### config.mk
export PLATFORM = sky130hd
export DESIGN_NAME = riscv_multicycle_ctrl
export DESIGN_NICKNAME = d
export VERILOG_FILES = /design/src/rtl/riscv_multicycle_ctrl.sv
export SDC_FILE = /design/constraint.sdc
export NUM_CORES = 1
export LEC_CHECK = 0
export CAP_MARGIN = 20
export CELL_PAD_IN_SITES_DETAIL_PLACEMENT = 1
export CELL_PAD_IN_SITES_GLOBAL_PLACEMENT = 1
export CORE_AREA = 5 5 115 84
export CTS_CLUSTER_DIAMETER = 200
export DETAILED_ROUTE_END_ITERATION = 8
export DIE_AREA = 0 0 120 89
export GPL_ROUTABILITY_DRIVEN = 0
export PLACE_DENSITY_LB_ADDON = 0.1
export SLEW_MARGIN = 10
export SYNTH_ARGS = -nofsm -noshare
export SYNTH_HDL_FRONTEND = slang
export SYNTH_SLANG_ARGS = --single-unit
### constraint.sdc
create_clock -name clk -period 1.65 [get_ports clk]
set_clock_uncertainty 0.05 [all_clocks]
set_input_delay 0.495 -clock clk [delete_from_list [all_inputs] [get_ports clk]]
set_output_delay 0.495 -clock clk [all_outputs]
set_load 0.02 [all_outputs]
### src/rtl/riscv_multicycle_ctrl.sv
// Multi-cycle RV32I control sequencer: fetch/decode/exec/mem/wb FSM with
// operand-2 select, memory handshakes, write strobes and a retire counter.
// ir_we is a registered strobe: it is high in the DECODE cycle that follows the
// accepted fetch, and the opcode is captured internally on the accepting edge.

package riscv_multicycle_ctrl_pkg;
    typedef enum logic [1:0] {
        OP2_RS2 = 2'd0,
        OP2_IMI = 2'd1,
        OP2_IMS = 2'd2,
        OP2_IMJ = 2'd3
    } op2_sel_e;
endpackage

module riscv_multicycle_ctrl
    import riscv_multicycle_ctrl_pkg::*;
#(
    parameter int unsigned MEM_TIMEOUT = 16,
    parameter int unsigned CNT_W       = 32
) (
    input  logic             clk,
    input  logic             rst_n,
    output logic             imem_req,
    input  logic             imem_rvalid,
    input  logic [31:0]      instr,
    output logic             dmem_req,
    output logic             dmem_we,
    input  logic             dmem_ack,
    output logic             ir_we,
    output op2_sel_e         op2_sel,
    output logic             rf_we,
    output logic             pc_we,
    output logic [CNT_W-1:0] instret,
    output logic             trap,
    output logic [1:0]       trap_cause
);

    localparam int unsigned TMO_W = $clog2(MEM_TIMEOUT + 1);

    localparam logic [6:0] OPC_OP     = 7'b0110011;
    localparam logic [6:0] OPC_OP_IMM = 7'b0010011;
    localparam logic [6:0] OPC_LOAD   = 7'b0000011;
    localparam logic [6:0] OPC_STORE  = 7'b0100011;
    localparam logic [6:0] OPC_JALR   = 7'b1100111;
    localparam logic [6:0] OPC_JAL    = 7'b1101111;

    localparam logic [1:0] CAUSE_ILLEGAL = 2'b01;
    localparam logic [1:0] CAUSE_DMEM_TO = 2'b10;

    typedef enum logic [2:0] {
        ST_FETCH  = 3'd0,
        ST_DECODE = 3'd1,
        ST_EXEC   = 3'd2,
        ST_MEM    = 3'd3,
        ST_WB     = 3'd4,
        ST_TRAP   = 3'd5
    } state_e;

    state_e           st_q, st_d;
    logic [6:0]       opc_q, opc_d;
    logic [TMO_W-1:0] tmo_q, tmo_d;
    op2_sel_e         op2_d;
    logic [1:0]       cause_d;
    logic [CNT_W-1:0] instret_d;
    logic             ir_we_d, dmem_req_d, dmem_we_d, rf_we_d, pc_we_d, trap_d;
    logic             is_store, is_mem;
    logic             unused_instr;

    assign unused_instr = ^instr[31:7];
    assign is_store     = (opc_q == OPC_STORE);
    assign is_mem       = is_store || (opc_q == OPC_LOAD);

    // Fetch request follows the state register directly so the first fetch after
    // reset is not delayed a cycle; rst_n masks it while reset is held.
    assign imem_req = (st_q == ST_FETCH) && rst_n;

    // Next-state, next-output and bookkeeping decode.
    always_comb begin
        st_d      = st_q;
        opc_d     = opc_q;
        tmo_d     = tmo_q;
        op2_d     = op2_sel;
        cause_d   = trap_cause;
        instret_d = instret;

        case (st_q)
            ST_FETCH: begin
                if (imem_rvalid) begin
                    st_d  = ST_DECODE;
                    opc_d = instr[6:0];
                end
            end
            ST_DECODE: begin
                st_d = ST_EXEC;
                case (opc_q)
                    OPC_OP:                       op2_d = OP2_RS2;
                    OPC_OP_IMM, OPC_LOAD, OPC_JALR: op2_d = OP2_IMI;
                    OPC_STORE:                    op2_d = OP2_IMS;
                    OPC_JAL:                      op2_d = OP2_IMJ;
                    default: begin
                        st_d    = ST_TRAP;
                        cause_d = CAUSE_ILLEGAL;
                    end
                endcase
            end
            ST_EXEC: begin
                if (is_mem) begin
                    st_d  = ST_MEM;
                    tmo_d = '0;
                end else begin
                    st_d = ST_WB;
                end
            end
            ST_MEM: begin
                if (dmem_ack) begin
                    st_d = ST_WB;
                end else begin
                    tmo_d = tmo_q + TMO_W'(1);
                    if (tmo_q == TMO_W'(MEM_TIMEOUT - 1)) begin
                        st_d    = ST_TRAP;
                        cause_d = CAUSE_DMEM_TO;
                    end
                end
            end
            ST_WB:   st_d = ST_FETCH;
            ST_TRAP: st_d = ST_TRAP;
            default: st_d = ST_FETCH;
        endcase

        if (st_d == ST_WB) begin
            instret_d = instret + CNT_W'(1);
        end

        ir_we_d    = (st_d == ST_DECODE);
        dmem_req_d = (st_d == ST_MEM);
        dmem_we_d  = (st_d == ST_MEM) && is_store;
        rf_we_d    = (st_d == ST_WB) && !is_store;
        pc_we_d    = (st_d == ST_WB);
        trap_d     = (st_d == ST_TRAP);
    end

    // State and registered outputs.
    always_ff @(posedge clk or negedge rst_n) begin
        if (!rst_n) begin
            st_q       <= ST_FETCH;
            opc_q      <= '0;
            tmo_q      <= '0;
            op2_sel    <= OP2_RS2;
            trap_cause <= '0;
            instret    <= '0;
            ir_we      <= 1'b0;
            dmem_req   <= 1'b0;
            dmem_we    <= 1'b0;
            rf_we      <= 1'b0;
            pc_we      <= 1'b0;
            trap       <= 1'b0;
        end else begin
            st_q       <= st_d;
            opc_q      <= opc_d;
            tmo_q      <= tmo_d;
            op2_sel    <= op2_d;
            trap_cause <= cause_d;
            instret    <= instret_d;
            ir_we      <= ir_we_d;
            dmem_req   <= dmem_req_d;
            dmem_we    <= dmem_we_d;
            rf_we      <= rf_we_d;
            pc_we      <= pc_we_d;
            trap       <= trap_d;
        end
    end

endmodule
Yosys cells after proc, flatten, opt, wreduce, memory -nomap -nowiden
Cells that the tools add are included.
{"block": "totals", "in_bits": 36, "memories": 0, "mem_bits_ro": 0, "elab_cells": 62, "latchBits": 0, "ram_bits": 0, "regBits": 57, "out_inout_bits": 43}
{"block": "classes", "n_lt_le_gt_ge": 0, "n_mux": 14, "add_sub_neg": 2, "mul": 0, "n_eq_ne": 19, "n_reduce_logical": 15, "n_bitwise": 0, "div": 0, "shifts": 0}
{"cell": "$add 32x1->32 const B", "n": 1}
{"cell": "$mux 3", "n": 5}
{"cell": "$pmux 3 s5", "n": 1}
{"cell": "$eq 7x6->1 const B", "n": 2}
{"cell": "$eq 7x7->1 const B", "n": 2}
{"cell": "$mux 5", "n": 2}
{"cell": "$pmux 5 s2", "n": 1}
{"cell": "$eq 3x2->1 const B", "n": 3}
{"cell": "$eq 3x3->1 const B", "n": 3}
{"cell": "$ne 2x2->1 const B", "n": 4}
{"cell": "$pmux 2 s4", "n": 1}
{"cell": "$eq 7x2->1 const B", "n": 1}
{"cell": "$eq 7x5->1 const B", "n": 1}
{"cell": "$eq 3x1->1 const B", "n": 2}
{"cell": "$mux 2", "n": 3}
{"cell": "$reduce_or 6->1", "n": 1}
{"cell": "$add 5x1->5 const B", "n": 1}
{"cell": "$eq 5x4->1 const B", "n": 1}
{"cell": "$pmux 2 s2", "n": 1}
{"cell": "$reduce_and 2->1", "n": 2}
{"cell": "$reduce_and 4->1", "n": 1}
{"cell": "$reduce_bool 2->1", "n": 2}
{"cell": "$reduce_bool 4->1", "n": 1}
{"cell": "$logic_and 1x1->1", "n": 3}
{"cell": "5 further kinds", "n": 5}

Depth between registers and ports, before layout
{"block": "logic_depth", "ltp_word": 6, "mapped_depth": 8}

Worst setup path after synthesis
No wires, ideal clock.
{"block": "synth_timing", "kind": "register -> output", "startpoint": "register st_q[0]", "endpoint": "output port imem_req", "path_slack_ns": -0.202, "t_arrival_ns": 1.307, "stages_incl_launch_ff": 3, "t_required_ns": 1.105, "path_cell_list": "dfrtp_1 -> buf_2 -> nor4b_1"}
{"block": "synth_between", "elab_chain_len": 2}
{"item": "start, declared", "line_no": "59", "text": "state_e st_q, st_d;"}
{"item": "start signal, assigned", "line_no": "158", "text": "st_q <= st_d;"}
{"item": "$logic_not 3->1", "line_no": "75", "text": "assign imem_req = (st_q == ST_FETCH) && rst_n;"}
{"item": "$logic_and 1x1->1", "line_no": "75"}
{"item": "end, declared", "line_no": "23", "text": "output logic imem_req,"}
Every way passes these cells.

Worst setup path after layout
{"block": "layout_timing", "startpoint": "register st_q[0]", "endpoint": "register instret[31]"}
{"block": "layout_between", "elab_chain_len": 4, "elab_cells_between_ends": 10, "classes_between": "5 x eq/ne; 4 x mux; 1 x reduce/logical"}
{"item": "$mux 3", "line_no": "119", "text": "if (tmo_q == TMO_W'(MEM_TIMEOUT - 1)) begin"}
{"item": "$mux 3", "line_no": "115", "text": "if (dmem_ack) begin"}
{"item": "$pmux 3 s5 (*)", "line_no": "86", "text": "case (st_q)"}
{"item": "$eq 3x3->1 (*)", "line_no": "130", "text": "if (st_d == ST_WB) begin"}
{"item": "end signal, assigned", "line_no": "163", "text": "instret <= instret_d;"}
{"item": "end, declared", "line_no": "33", "text": "output logic [CNT_W-1:0] instret,"}
Every way passes the cells marked *; elsewhere a longest branch is shown, timed or not.
A chain may end at the register's enable or synchronous reset.

==> flow_metrics.py <==
metrics = {
    "detailed_routing": {
        "drtAntennaViolNets": 0,
        "first_pass_iters": 4,
        "avgRoutedWirePerCell_um": 16.0,
        "first_iter_violations": 88,
        "vias": 2266,
        "via_per_inst": 4.73,
        "routed_wirelength_um": 7680,
        "drc": 0,
    },
    "synth": {
        "syn-num-nets": 278,
        "synth_edf_count": 0,
        "synth_area_per_cell_um2": 11.0,
        "synth.top_cell.area_share": 0.544,
        "synth.largest_area_cell": "dfrtp_1",
        "synth_cells": 239,
        "synth-seq-cells": 57,
        "ys_seq_area_frac": 0.544,
        "synthesis.area_um2": 2620,
        "ys_types": 40,
        "yosysWarnings": 0,
        "yosys_most_used_dff": "dfrtp_1",
        "synth.area.top_cells": "dfrtp_1, xnor2_1, nand3_1",
        "async_flop_share": 1.00,
    },
    "sta": {
        "hold_viol": 0,
        "fin_crit_sh": 1.11,
        "worstMarginPinSlew_ns": 0.743,
        "min_period_ns": 1.84,
        "setup_viol": 35,
        "drv_slew": 0,
        "slew_headroom": 0.505,
        "rsz0062_at_grt": "true",
        "postLayoutSetupSlackWorst_ns": -0.188,
        "max_freq_mhz": 544,
    },
    "global_route": {
        "grt_pass1_vias": 2436,
        "antenna_found_initial": 0,
        "gr-total-overflow": 0,
        "grt_max_degree": 58,
        "grt_pass1_wl_um": 12300,
        "gr-usage-all-layers": 0.150,
    },
    "power_and_ir_drop": {
        "p_total_mw": 3.13,
        "p_leak_nw": 2.21,
        "power.density_nw_per_um2": 710,
        "ir_worst_vdd_mv": 0.637,
    },
    "floorplanning": {
        "start_util": 0.313,
        "num_rows": 28,
        "core-area_um2": 8370,
        "dieArea_um2": 10700,
        "fp.dieH_um": 89,
        "die_w_um": 120,
        "pin_count": 79,
    },
    "cells_and_area": {
        "stdcell_area_um2": 4410,
        "areaGrowthSynthToFinish_pct": 68.2,
        "final_common_cell": "buf_4",
        "drive_above_1_share": 0.460,
        "layout_common_cells": "buf_4, dfrtp_1, dlygate4sd2_1",
        "final_nets": 409,
        "fillCellCount": 890,
        "diodes": 0,
        "stdcell_count": 479,
    },
    "critical_path": {
        "endpoint_kind": "flip-flop",
        "ff2ff_path_depth": 7,
        "r2r_end": "instret[31]",
        "reg2reg_slack_ns": -0.19,
        "cp_max_fo": 8,
        "crit_required_ns": 1.85,
        "start_kind": "flip-flop",
        "worstSetupPathType": "flip-flop to flip-flop",
        "r2r-start": "st_q[0]",
        "worstPathArrival_ns": 2.03,
    },
    "clocking": {
        "cts_root_buffer": "clkbuf_16",
        "path_clk_slew_ns": 0.05,
        "cts-htree-levels": 3,
        "cts_tree": "yes",
        "cts_made_buffers": 9,
        "cts.sinks": 57,
        "clk_latency_ns": 0.32,
        "clock_path_buffers": 2,
    },
    "run_status": {
        "status": "finished with violations",
        "violations": "negative setup slack",
    },
    "hold_path": {
        "min_path_type": "input port to asynchronous set/reset pin",
    },
    "place": {
        "placed_cells": 450,
        "portBuffers": 53,
        "place_area_um2": 3750,
        "hpwlAfterDp_um": 5240,
    },
    "flow_run": {
        "drv_cap": 0,
    },
}
[cells by family after synthesis]
family | count (synthesis) | synth area share
compound gates | 19 | 0.0492
xor+xnor | 31 | 0.104
fa+ha+maj | 3 | 0.0143
buf+inv | 16 | 0.0310
flops | 57 | 0.544
mux | 7 | 0.0301
simple gates | 106 | 0.227
[cell type report]
type	instances	area, µm²	share of cell area
Clock inverter	1	5.00	0.00114
Tap cell	105	131	0.0298
Clock buffer	14	244	0.0554
Sequential cell	57	1440	0.326
Timing Repair Buffer	127	1070	0.242
Inverter	9	36.3	0.00823
Multi-Input combinational cell	166	1490	0.337
[metal layers]
metal  GRT usage  part of all wire  up-vias
met5           0                 0        -
met4      0.0499             0.013        0
met3      0.0519             0.049        8
met2       0.224              0.44       42
met1       0.205              0.50     1117
li1            -                 -     1099
[repair_timing]
| action | CTS | global route |
|---|---|---|
| buffers inserted | 11 | 8 |
| resized for setup | 137 | 42 |
| pin swaps | 39 | 23 |
| hold buffers | 0 | 0 |
| gates cloned | 0 | 0 |
| endpoints found under the setup margin | 87 | 59 |
[sequential cells by signal, summed over array words and instances, names as in the netlist]
register and flops:
dmem_we 1, trap 1, st_q 3, dmem_req 1, pc_we 1, op2_sel 2, tmo_q 5, rf_we 1
trap_cause 2, instret 32, ir_we 1, opc_q 7
[cells in the mapped netlist, drive strengths merged, types with 4 or more instances]
| master | n |
|---|---|
| dfrtp | 57 |
| nand2 | 25 |
| xnor2 | 22 |
| nand3 | 18 |
| nor2 | 16 |
| nor3 | 13 |
| inv | 9 |
| nand4 | 9 |
| xor2 | 9 |
| buf | 7 |
| mux2 | 7 |
| and3 | 6 |
| o21ai | 5 |
| a21o | 4 |
[report_power, final]
group / switching [mW] / total (mW) / internal, mW
Combinational: 0.0586 / 0.112 / 0.0535
Clock: 0.594 / 1.60 / 1.00
Sequential: 0.00795 / 1.42 / 1.41
[critical path, stage by stage (launching register included)]
cell and delay [ns]:
dfrtp_1 0.43, buf_6 0.14, or2b_4 0.21, nand2_4 0.04, or3_4 0.39, buf_12 0.16
nor4_4 0.15, xor2_1 0.17
[worst max-delay path by stage]
stage / startpoint / end / slack, ns / cells past startpoint
after global placement: dmem_ack / instret[27] / -0.58 / 7
after detailed placement: dmem_ack / instret[30] / -0.64 / 6
after global routing: st_q[0] / instret[31] / -0.26 / 7
final: st_q[0] / instret[31] / -0.19 / 7
after floorplan: instret[4] / instret[28] / -0.07 / 6
after CTS: st_q[2] / imem_req / -0.15 / 2
[stage by stage]
step,TNS (ns),hold WS [ns],utilization,setup slack (ns)
finish,-2.84,0.320,0.526,-0.188
global route,-5.90,0.396,0.526,-0.260
CTS,-2.11,0.353,0.504,-0.151
detailed placement,-19.51,0.417,0.447,-0.637
global placement,-18.70,0.410,0.447,-0.579
floorplan,-0.734,0.149,-,-0.0737
No activity file was read; power rests on OpenSTA's default activity.
